## src/rtl/mac_ifm_packer_pkg.sv

```systemverilog
// Shared definitions for the MAC IFM packer slice.
//   MAC_W_ELEMENT / MAC_N_LANE / IFM_N_IN : default sizes of the MAC IFM path
//   ifm_beat_port : default-sized narrow beat coming from the line buffer
//   mac_ifm_port  : default-sized view of one full MAC IFM vector
//   packer_state_e: assembly state of the packer
//   slot_width()  : counter width helper that never returns zero
package mac_ifm_packer_pkg;

  localparam int MAC_W_ELEMENT = 8;
  localparam int MAC_N_LANE    = 64;
  localparam int IFM_N_IN      = 8;

  typedef struct packed {
    logic [IFM_N_IN*MAC_W_ELEMENT-1:0] data;
    logic [IFM_N_IN-1:0]               keep;
    logic                              last;
    logic                              accum_end;
  } ifm_beat_port;

  typedef struct packed {
    logic [MAC_N_LANE*MAC_W_ELEMENT-1:0] data;
    logic [MAC_N_LANE-1:0]               element_valid;
    logic                                inter_end;
    logic                                accum_end;
  } mac_ifm_port;

  // ST_PENDING means a closed vector is parked in the assembly buffer
  // waiting for the output register to free up.
  typedef enum logic {
    ST_ASSEMBLE = 1'b0,
    ST_PENDING  = 1'b1
  } packer_state_e;

  // A single-slot configuration still needs a one-bit counter.
  function automatic int slot_width(input int n);
    return (n > 1) ? $clog2(n) : 1;
  endfunction

endpackage

```

## src/rtl/mac_ifm_packer_vec_out_reg.sv

```systemverilog
// Single-entry valid/ready output register for one MAC IFM vector.
//   clk, rst        : clock, synchronous active-high reset
//   load            : capture load_* this cycle (caller only asserts when out_free)
//   load_*          : vector data, per-lane valid and close flags to capture
//   o_valid/o_ready : downstream handshake
//   o_*             : registered vector presented to the MAC array
//   out_free        : register can accept a new vector this cycle
module mac_vec_out_reg
  import mac_ifm_packer_pkg::*;
#(
  parameter int VEC_W  = MAC_N_LANE * MAC_W_ELEMENT,
  parameter int N_LANE = MAC_N_LANE
) (
  input  logic              clk,
  input  logic              rst,
  input  logic              load,
  input  logic [VEC_W-1:0]  load_data,
  input  logic [N_LANE-1:0] load_valid,
  input  logic              load_inter_end,
  input  logic              load_accum_end,
  input  logic              o_ready,
  output logic              o_valid,
  output logic [VEC_W-1:0]  o_data,
  output logic [N_LANE-1:0] o_element_valid,
  output logic              o_inter_end,
  output logic              o_accum_end,
  output logic              out_free
);

  // Free when empty or being drained this cycle, which lets a new vector
  // replace the outgoing one without a bubble.
  assign out_free = !o_valid || o_ready;

  // Load wins over drain; otherwise the contents stay put while stalled and
  // only o_valid drops once the vector has been taken.
  always_ff @(posedge clk) begin
    if (rst) begin
      o_valid         <= 1'b0;
      o_data          <= '0;
      o_element_valid <= '0;
      o_inter_end     <= 1'b0;
      o_accum_end     <= 1'b0;
    end else if (load) begin
      o_valid         <= 1'b1;
      o_data          <= load_data;
      o_element_valid <= load_valid;
      o_inter_end     <= load_inter_end;
      o_accum_end     <= load_accum_end;
    end else if (o_ready) begin
      o_valid         <= 1'b0;
    end
  end

endmodule

```

## src/rtl/mac_ifm_packer.sv

```systemverilog
// Packs narrow IFM beats (N_IN elements) into one N_LANE-wide MAC IFM vector.
//   clk, rst          : clock, synchronous active-high reset
//   i_valid/i_ready   : input beat handshake (i_ready depends on state only)
//   i_data, i_keep    : beat elements and per-element valid
//   i_last            : close the vector after this beat (inter_end)
//   i_accum_end       : close the vector and flag accumulation end
//   o_valid/o_ready   : output vector handshake to the MAC array
//   o_data            : packed vector, lane k in bits [k*W_ELEMENT +: W_ELEMENT]
//   o_element_valid   : per-lane valid
//   o_inter_end       : vector was closed by i_last or i_accum_end
//   o_accum_end       : vector was closed by i_accum_end
module mac_ifm_packer
  import mac_ifm_packer_pkg::*;
#(
  parameter int W_ELEMENT = MAC_W_ELEMENT,
  parameter int N_LANE    = MAC_N_LANE,
  parameter int N_IN      = IFM_N_IN
) (
  input  logic                        clk,
  input  logic                        rst,
  input  logic                        i_valid,
  output logic                        i_ready,
  input  logic [W_ELEMENT*N_IN-1:0]   i_data,
  input  logic [N_IN-1:0]             i_keep,
  input  logic                        i_last,
  input  logic                        i_accum_end,
  output logic                        o_valid,
  input  logic                        o_ready,
  output logic [W_ELEMENT*N_LANE-1:0] o_data,
  output logic [N_LANE-1:0]           o_element_valid,
  output logic                        o_inter_end,
  output logic                        o_accum_end
);

  localparam int N_SLOT = N_LANE / N_IN;
  localparam int BEAT_W = W_ELEMENT * N_IN;
  localparam int VEC_W  = W_ELEMENT * N_LANE;
  localparam int SLOT_W = slot_width(N_SLOT);
  localparam logic [SLOT_W-1:0] LAST_SLOT = SLOT_W'(N_SLOT - 1);

  if (N_LANE % N_IN != 0) begin : g_bad_cfg
    $error("mac_ifm_packer: N_LANE must be a multiple of N_IN");
  end

  packer_state_e     state_q, state_d;
  logic [SLOT_W-1:0] slot_q, slot_d;
  logic [VEC_W-1:0]  asm_data_q, asm_data_d;
  logic [N_LANE-1:0] asm_valid_q, asm_valid_d;
  logic              asm_inter_q, asm_inter_d;
  logic              asm_accum_q, asm_accum_d;

  logic [BEAT_W-1:0] masked_beat;
  logic [VEC_W-1:0]  merged_data;
  logic [N_LANE-1:0] merged_valid;
  logic              accept;
  logic              close;
  logic              out_free;
  logic              load;
  logic [VEC_W-1:0]  load_data;
  logic [N_LANE-1:0] load_valid;
  logic              load_inter_end;
  logic              load_accum_end;

  // While a closed vector is parked, no new beat may overwrite the buffer.
  assign i_ready = (state_q == ST_ASSEMBLE);
  assign accept  = i_valid && i_ready;
  assign close   = accept && ((slot_q == LAST_SLOT) || i_last || i_accum_end);

  // Unkept elements are forced to zero so the MAC never sees stale data.
  always_comb begin
    masked_beat = '0;
    for (int j = 0; j < N_IN; j++) begin
      masked_beat[j*W_ELEMENT +: W_ELEMENT] =
        i_keep[j] ? i_data[j*W_ELEMENT +: W_ELEMENT] : '0;
    end
  end

  // Assembly buffer with the current beat dropped into its slot; this is
  // both the next buffer contents and the vector handed over on close.
  always_comb begin
    merged_data  = asm_data_q;
    merged_valid = asm_valid_q;
    for (int s = 0; s < N_SLOT; s++) begin
      if (slot_q == SLOT_W'(s)) begin
        merged_data[s*BEAT_W +: BEAT_W] = masked_beat;
        merged_valid[s*N_IN +: N_IN]    = i_keep;
      end
    end
  end

  // Next-state and transfer control. A closing vector goes straight to the
  // output register when it is free, otherwise it is parked in the assembly
  // buffer and input stalls until the parked vector has moved on.
  always_comb begin
    state_d        = state_q;
    slot_d         = slot_q;
    asm_data_d     = asm_data_q;
    asm_valid_d    = asm_valid_q;
    asm_inter_d    = asm_inter_q;
    asm_accum_d    = asm_accum_q;
    load           = 1'b0;
    load_data      = merged_data;
    load_valid     = merged_valid;
    load_inter_end = i_last || i_accum_end;
    load_accum_end = i_accum_end;

    case (state_q)
      ST_ASSEMBLE: begin
        if (close) begin
          slot_d = '0;
          if (out_free) begin
            load        = 1'b1;
            asm_data_d  = '0;
            asm_valid_d = '0;
            asm_inter_d = 1'b0;
            asm_accum_d = 1'b0;
          end else begin
            state_d     = ST_PENDING;
            asm_data_d  = merged_data;
            asm_valid_d = merged_valid;
            asm_inter_d = i_last || i_accum_end;
            asm_accum_d = i_accum_end;
          end
        end else if (accept) begin
          slot_d      = slot_q + SLOT_W'(1);
          asm_data_d  = merged_data;
          asm_valid_d = merged_valid;
        end
      end

      ST_PENDING: begin
        load_data      = asm_data_q;
        load_valid     = asm_valid_q;
        load_inter_end = asm_inter_q;
        load_accum_end = asm_accum_q;
        if (out_free) begin
          load        = 1'b1;
          state_d     = ST_ASSEMBLE;
          slot_d      = '0;
          asm_data_d  = '0;
          asm_valid_d = '0;
          asm_inter_d = 1'b0;
          asm_accum_d = 1'b0;
        end
      end

      default: begin
        state_d = ST_ASSEMBLE;
      end
    endcase
  end

  // State register; reset throws away any partial or parked vector.
  always_ff @(posedge clk) begin
    if (rst) begin
      state_q     <= ST_ASSEMBLE;
      slot_q      <= '0;
      asm_data_q  <= '0;
      asm_valid_q <= '0;
      asm_inter_q <= 1'b0;
      asm_accum_q <= 1'b0;
    end else begin
      state_q     <= state_d;
      slot_q      <= slot_d;
      asm_data_q  <= asm_data_d;
      asm_valid_q <= asm_valid_d;
      asm_inter_q <= asm_inter_d;
      asm_accum_q <= asm_accum_d;
    end
  end

  mac_vec_out_reg #(
    .VEC_W  (VEC_W),
    .N_LANE (N_LANE)
  ) u_out_reg (
    .clk             (clk),
    .rst             (rst),
    .load            (load),
    .load_data       (load_data),
    .load_valid      (load_valid),
    .load_inter_end  (load_inter_end),
    .load_accum_end  (load_accum_end),
    .o_ready         (o_ready),
    .o_valid         (o_valid),
    .o_data          (o_data),
    .o_element_valid (o_element_valid),
    .o_inter_end     (o_inter_end),
    .o_accum_end     (o_accum_end),
    .out_free        (out_free)
  );

endmodule

```

## config.mk

```make
export PLATFORM = sky130hd
export DESIGN_NAME = mac_ifm_packer
export DESIGN_NICKNAME = d
export VERILOG_FILES = /design/src/rtl/mac_ifm_packer_pkg.sv /design/src/rtl/mac_ifm_packer_vec_out_reg.sv /design/src/rtl/mac_ifm_packer.sv
export SDC_FILE = /design/constraint.sdc
export NUM_CORES = 2
export LEC_CHECK = 0
export ABC_CLOCK_PERIOD_IN_PS = 5400
export CAP_MARGIN = 0
export CORE_MARGIN = 2
export CORE_UTILIZATION = 49
export DETAILED_ROUTE_END_ITERATION = 16
export PLACE_DENSITY = 0.75
export SLEW_MARGIN = 20
export SYNTH_ARGS = -nofsm -noshare
export SYNTH_HDL_FRONTEND = slang
export SYNTH_HIERARCHICAL = 1
export SYNTH_SLANG_ARGS = --single-unit
```

## constraint.sdc

```tcl
create_clock -name clk -period 5.4 [get_ports clk]
set_input_delay 0.54 -clock clk [delete_from_list [all_inputs] [get_ports clk]]
set_output_delay 0.54 -clock clk [all_outputs]
set_load 0.02 [all_outputs]
```

# ---- After elaboration in Yosys (flattened, before gate mapping)
# Cells that the tools add are included.
# W data, S select, Z words.
dict set report word_totals {
  register_bits 1161
  in_bits 78
  output_inout_bits 580
  wordCells 91
}
dict set report op_classes {
  addsub 1
  eq_ne 10
  n_mux 57
  n_bitwise 1
  n_reduce_logical 11
}
# operator n
set ops {}
lappend ops {{$mux W512} 5}
lappend ops {{$pmux W512 S2} 1}
lappend ops {{$mux W64} 13}
lappend ops {{$mux W8} 16}
lappend ops {{$pmux W64 S2} 1}
lappend ops {{$mux W1} 13}
lappend ops {{$eq A3 B3 Y1 const B} 4}
lappend ops {{$mux W3} 3}
lappend ops {{$pmux W1 S2} 4}
lappend ops {{$eq A3 B2 Y1 const B} 2}
lappend ops {{$pmux W3 S2} 1}
lappend ops {{$logic_or A1 B1 Y1} 4}
lappend ops {{$ne A2 B1 Y1 const B} 2}
lappend ops {{$reduce_and A2 Y1} 2}
lappend ops {{$add A3 B1 Y3 const B} 1}
lappend ops {{$eq A3 B1 Y1 const B} 1}
lappend ops {{$logic_not A3 Y1} 1}
lappend ops {{$ne A3 B1 Y1 const B} 1}
lappend ops {{$logic_and A1 B1 Y1} 2}
lappend ops {{$reduce_bool A2 Y1} 1}
lappend ops {{$logic_not A1 Y1} 1}
lappend ops {{$not A1 Y1} 1}

# ---- Depth between registers and ports, before layout
dict set report depth {
  word_depth 7
  depth_mapped 11
  ltp_nobuf 7
}

# ---- By module
# Netlist, hierarchy kept.
# mod n_inst cells_each area_each_um2 seq_area_each_um2
set by_module_without_submodules {}
lappend by_module_without_submodules {mac_ifm_packer 1 4607 33764.9 11651.2}
lappend by_module_without_submodules {mac_vec_out_reg 1 1867 20525.9 11591.1}

# ---- Least setup slack after synthesis
# OpenSTA, ideal clock, no wires.
dict set report synth_timing {
  path_kind {reg-to-reg}
  from {reg slot_q[0]}
  to {reg u_out_reg.o_data[199]}
  setup_time_ns 0.128
  arrival_ns 2.401
  t_required_ns 5.272
  path_slack_ns 2.871
  path_stages_with_launch 12
  n_path_buf 5
  period_less_slack_ns 2.529
  path_cell_list {dfxtp_1 > ha_1 > ha_1 > o311ai_1 > clkbuf_1 > nand2_1 > buf_2 > buf_6 > buf_8 > buf_8 > mux2i_1 > nor2_1}
}
dict set report synth_between {
  elab_chain_cells 6
  word_cells_on_any_way 9
  classes_between {eq/ne: 2; mux: 4; reduce/logical: 3}
}
# element line_no
set synth_lines {}
lappend synth_lines {{start, declared} mac_ifm_packer.sv:46} ;# logic [SLOT_W-1:0] slot_q, slot_d;
lappend synth_lines {{start signal, assigned} mac_ifm_packer.sv:164} ;# slot_q <= slot_d;
lappend synth_lines {{$eq A3 B3 Y1} mac_ifm_packer.sv:67} ;# assign close = accept && ((slot_q == LAST_SLOT) || i_last || i_accum_end);
lappend synth_lines {{$logic_or A1 B1 Y1 (2 in a row)} mac_ifm_packer.sv:67}
lappend synth_lines {{$logic_and A1 B1 Y1} mac_ifm_packer.sv:67}
lappend synth_lines {{$mux W1} mac_ifm_packer.sv:109} ;# if (close) begin
lappend synth_lines {{$pmux W1 S2} mac_ifm_packer.sv:107} ;# case (state_q)
lappend synth_lines {{named net load} mac_ifm_packer.sv:58} ;# logic load;
lappend synth_lines {{end signal, assigned} mac_ifm_packer_vec_out_reg.sv:45} ;# o_data <= load_data;
lappend synth_lines {{end, declared} mac_ifm_packer_vec_out_reg.sv:23} ;# output logic [VEC_W-1:0] o_data,
# The timed path passes the listed nets, and every way through them passes these cells.
# A chain may end at the register's enable or synchronous reset.

# ---- Worst setup path in the final report
dict set report layout_timing {
  from {reg slot_q[2]}
  to {reg asm_data_q[356]}
}
dict set report layout_between {
  elab_chain_cells 6
  word_cells_on_any_way 12
  classes_between {eq/ne: 3; mux: 5; reduce/logical: 4}
}
# element line_no
set layout_lines {}
lappend layout_lines {{$eq A3 B3 Y1} mac_ifm_packer.sv:67}
lappend layout_lines {{$logic_or A1 B1 Y1 (2 in a row)} mac_ifm_packer.sv:67}
lappend layout_lines {{$logic_and A1 B1 Y1} mac_ifm_packer.sv:67}
lappend layout_lines {{$mux W512 / $ne A3 B1 Y1 (equally long branches)} --}
lappend layout_lines {{$pmux W512 S2 / $reduce_and A2 Y1 (equally long branches)} --}
lappend layout_lines {{end signal, assigned} mac_ifm_packer.sv:165} ;# asm_data_q <= asm_data_d;
lappend layout_lines {{end, declared} mac_ifm_packer.sv:47} ;# logic [VEC_W-1:0] asm_data_q, asm_data_d;
# Several ways; a longest one is shown, not always the timed one. The select of a mux whose other input is x is not followed.

==> summary.txt <==
GRT
  • Vias in the first global route: 47831
  • Antenna violations before repair: 3
  • Final global-route overflow total: 0
  • Pin count of the biggest net entering global routing: 236
  • First-pass GRT wire length: 286 mm
  • Global-route usage over all layers: 31.7%

Detailed routing
  • Routed wire length per instance: 23.6 um
  • Post-DR vias/cell: 6.41
  • DRC: 0
  • Residual antenna-violating net count after detailed routing: 0
  • Vias post-DR: 51977
  • Count of routing violations after the opening detailed-route iteration: 6759
  • First-pass DRT Iterations: 7
  • Final routed wirelength across all metal layers: 191 mm

Timing
  • Fin crit period: 3.60 ns
  • Final Hold Vio Count: 0
  • Final setup skew: 0.0236 ns
  • Final setup TNS: 0 ns
  • Slew HR: 18.2%
  • Pins over their slew limit: 0
  • Max Clock Freq: 278 MHz
  • Crit share post-route: 66.7%
  • Final setup violating endpoints: 0
  • Setup repair after global routing missed its margin: no
  • Transition time at the pin with the least slew margin: 1.23 ns

CTS
  • Clock transition at path regs: 0.06 ns
  • Number of hold buffers added after CTS: 0
  • Root cell of the clock tree: sky130_fd_sc_hd__clkbuf_16
  • Number of sinks driven by the clock tree: 1161
  • Number of buffers created by CTS: 120
  • Number of setup buffers added after CTS: 0
  • Number of buffers on the longest clock path: 3
  • # resized after CTS: 0
  • Source-to-sink clock delay at the later pin of the worst-skew pair: 0.72 ns
  • TritonCTS clock tree: built
  • CTS H-Tree Depth: 3

Floorplanning
  • Overall die width: 337 um
  • Vertical die dimension: 337 um
  • Initial Utilization: 49.3%
  • Die outline area: 0.113 sq mm
  • Number of top-level pins: 658
  • Num rows: 122
  • Area of the core region: 0.110 sq mm

Power
  • Power Dens Cells: 293 mW/mm^2
  • IR drop worst, VDD: 0.000248 V
  • Cell leakage power: 22.9 nW

Cells and area
  • Final net count: 6604
  • Count of non-filler cells in the finished layout: 8103
  • Leading cell type in the layout, fill and taps excluded: sky130_fd_sc_hd__dfxtp_1
  • Relative area change from synthesis to final layout: 18.7%
  • Combined flip-flop and latch cell area: 0.0232 sq mm
  • Filler cell count in the final layout: 9618
  • Total area of multi-input combinational cells: 0.0276 sq mm
  • Top library cells by usage in the layout, fill and taps aside: 1160 x sky130_fd_sc_hd__dfxtp_1, 869 x sky130_fd_sc_hd__nand3_1, 662 x sky130_fd_sc_hd__nand2_1
  • Fraction of layout instances using a drive strength above 1: 5.75%

Setup path
  • Maximum single-stage delay on the critical path: 0.66 ns
  • Setup slack of the worst register-to-register path: 1.80 ns
  • Launching element type of the critical path: register
  • Cell depth of the worst flop-to-flop path: 6
  • Endpoint of the lowest-slack register-to-register path: asm_data_q[356]
  • Arrival time at the worst endpoint: 4.25 ns
  • CP Cell Sequence: ha_1 -> nor4_4 -> buf_12 -> buf_12 -> o2111ai_1 -> nand3_1
  • Most Frequent Cell on Critical Path: sky130_fd_sc_hd__buf_12
  • Critical path endpoint category: register
  • Cell with the biggest individual delay on the critical path: sky130_fd_sc_hd__buf_12
  • Setup CP Type: register to register
  • Beginning of the worst register-to-register path: slot_q[2]
  • Crit path required time: 6.05 ns
  • Critical-path maximum fanout: 235

Run status
  • Outcome: finished, final reports clean

Synthesis
  • Synth Net Count: 6560
  • Adder-cell share of the synthesized area: 0.184%
  • Ys async rst share: 0%
  • YS warnings: 6
  • Simple-Gate Fraction of Synth Area: 18.6%
  • Post-synthesis area per instance: 8.39 sq um
  • Cell area after synthesis: 0.0543 sq mm
  • Number of synthesized register bits: 1161
  • Post-synthesis compound-gate area fraction: 19.8%
  • Main combinational cell family by area after synthesis: compound AO/OA/AOI/OAI gates
  • Distinct cells, synth: 39
  • Dominant synthesized flop cell: sky130_fd_sc_hd__dfxtp_1
  • Proportion of synthesized area in mux cells: 11.9%
  • XOR/XNOR share of the synthesized area: 0%
  • Sequential-to-total area share from yosys stat: 42.8%
  • EDFF count, synth: 0
  • Post-synthesis instance total: 6474

Worst hold path
  • Hold Crit Depth: 2
  • Worst-case hold path end point: u_out_reg/o_element_valid[4]
  • Start point of the worst hold path: rst
  • Worst Hold Class: input port to register

Placed design
  • Final weighted congestion in routability-driven placement: 0.846
  • DP Cell Count: 7882
  • Number of port buffers: 657
  • Half-perimeter wire length of the detailed placement result: 116 mm

Job
  • Max_cap viols: 0
==> kinds of logic after synthesis <==
group / after synthesis
multiplexers: 636
AO/OA/AOI/OAI: 1542
adder cells (fa/ha/maj): 8
buffers and inverters: 830
AND/OR/NAND/NOR: 2297
flip-flops: 1161
==> state kept, by name (all words and copies together) (netlist names) <==
name                       cells
u_out_reg/o_inter_end          1
slot_q                         3
u_out_reg/o_data             512
u_out_reg/o_element_valid     64
state_q                        1
u_out_reg/o_valid              1
u_out_reg/o_accum_end          1
asm_valid_q                   64
asm_inter_q                    1
asm_data_q                   512
asm_accum_q                    1
==> report_power, final <==
group	internal, mW	leakage [nW]	total (mW)	switching [mW]
Sequential	8.61	9.36	8.65	0.0385
Combinational	0.380	11.5	1.47	1.09
Clock	5.13	2.04	8.74	3.61
Total	14.1	22.9	18.9	4.74
==> metal layers <==
layer	vias to the layer above	GRT usage [%]	routed length [um]	part of all wire [%]
met2	3044	49.7	86900	46
li1	23593	-	-	-
met1	24798	41.1	75000	39
met4	2	18.2	10900	5.7
met5	-	0	16	0.0084
met3	540	5.62	18000	9.4
==> through the flow <==
step           hold slack (ns)  total power, mW  cell area, sq um  setup slack, ns  util (%)
6_report                 0.262             18.9             64500             1.80      58.5
2_1_floorplan            0.437             9.82             54300             2.87         -
5_1_grt                  0.286             19.3             64500             1.74      58.5
4_1_cts                  0.234             18.9             64400             1.72      58.4
3_5_place_dp             0.455             10.3             60200             1.72      54.7
3_3_place_gp             0.445             10.3             60200             1.79      54.7
==> critical path, delay by kind of cell (launching register included) <==
family | cells | cell delay [ns]
DFF | 1 | 0.54
buffers and inverters | 2 | 1.22
and+or+nand+nor | 2 | 0.59
adders and majority gates | 1 | 0.45
AOI/OAI and AO/OA | 1 | 0.25
==> worst max path at each step <==
stage / startpoint / endpoint / cells past startpoint
after global placement: slot_q[2] / asm_data_q[465] / 5
after floorplan: slot_q[0] / u_out_reg/o_data[199] / 11
after global routing: slot_q[2] / asm_data_q[36] / 6
after detailed placement: slot_q[2] / asm_data_q[463] / 5
final: slot_q[2] / asm_data_q[356] / 6
after CTS: slot_q[2] / asm_data_q[463] / 5
==> synthesized netlist by cell type, types with 8 or more instances <==
cell type,number,share of area [%]
sky130_fd_sc_hd__o22ai_1,64,0.74
sky130_fd_sc_hd__buf_4,26,0.36
sky130_fd_sc_hd__mux2i_1,578,11
sky130_fd_sc_hd__ha_1,8,0.18
sky130_fd_sc_hd__o21ai_0,533,4.9
sky130_fd_sc_hd__a21oi_1,9,0.083
sky130_fd_sc_hd__o2111ai_1,384,6.2
sky130_fd_sc_hd__a32o_1,50,0.92
sky130_fd_sc_hd__and2_1,65,0.75
sky130_fd_sc_hd__buf_1,60,0.41
sky130_fd_sc_hd__nand4_1,31,0.36
sky130_fd_sc_hd__nand2_1,666,4.6
sky130_fd_sc_hd__dfxtp_1,1161,43
sky130_fd_sc_hd__o31ai_1,16,0.22
sky130_fd_sc_hd__buf_2,77,0.71
sky130_fd_sc_hd__buf_6,13,0.27
sky130_fd_sc_hd__clkbuf_1,625,4.3
sky130_fd_sc_hd__nand3_1,869,8.0
sky130_fd_sc_hd__buf_8,22,0.61
sky130_fd_sc_hd__o211ai_1,482,6.7
sky130_fd_sc_hd__nor2_1,631,4.4
sky130_fd_sc_hd__mux2_2,58,1.2
==> final cells by class <==
type	instances	share of cell area (%)
diodes	2	0.00776
flip-flops and latches	1161	36.1
multi-input cells	4483	42.8
clock inverters	49	0.916
inverters	6	0.0349
well taps	1488	2.89
repair buffers	746	11.8
clock buffers	168	5.51
Power figures use the tool's default switching activity.
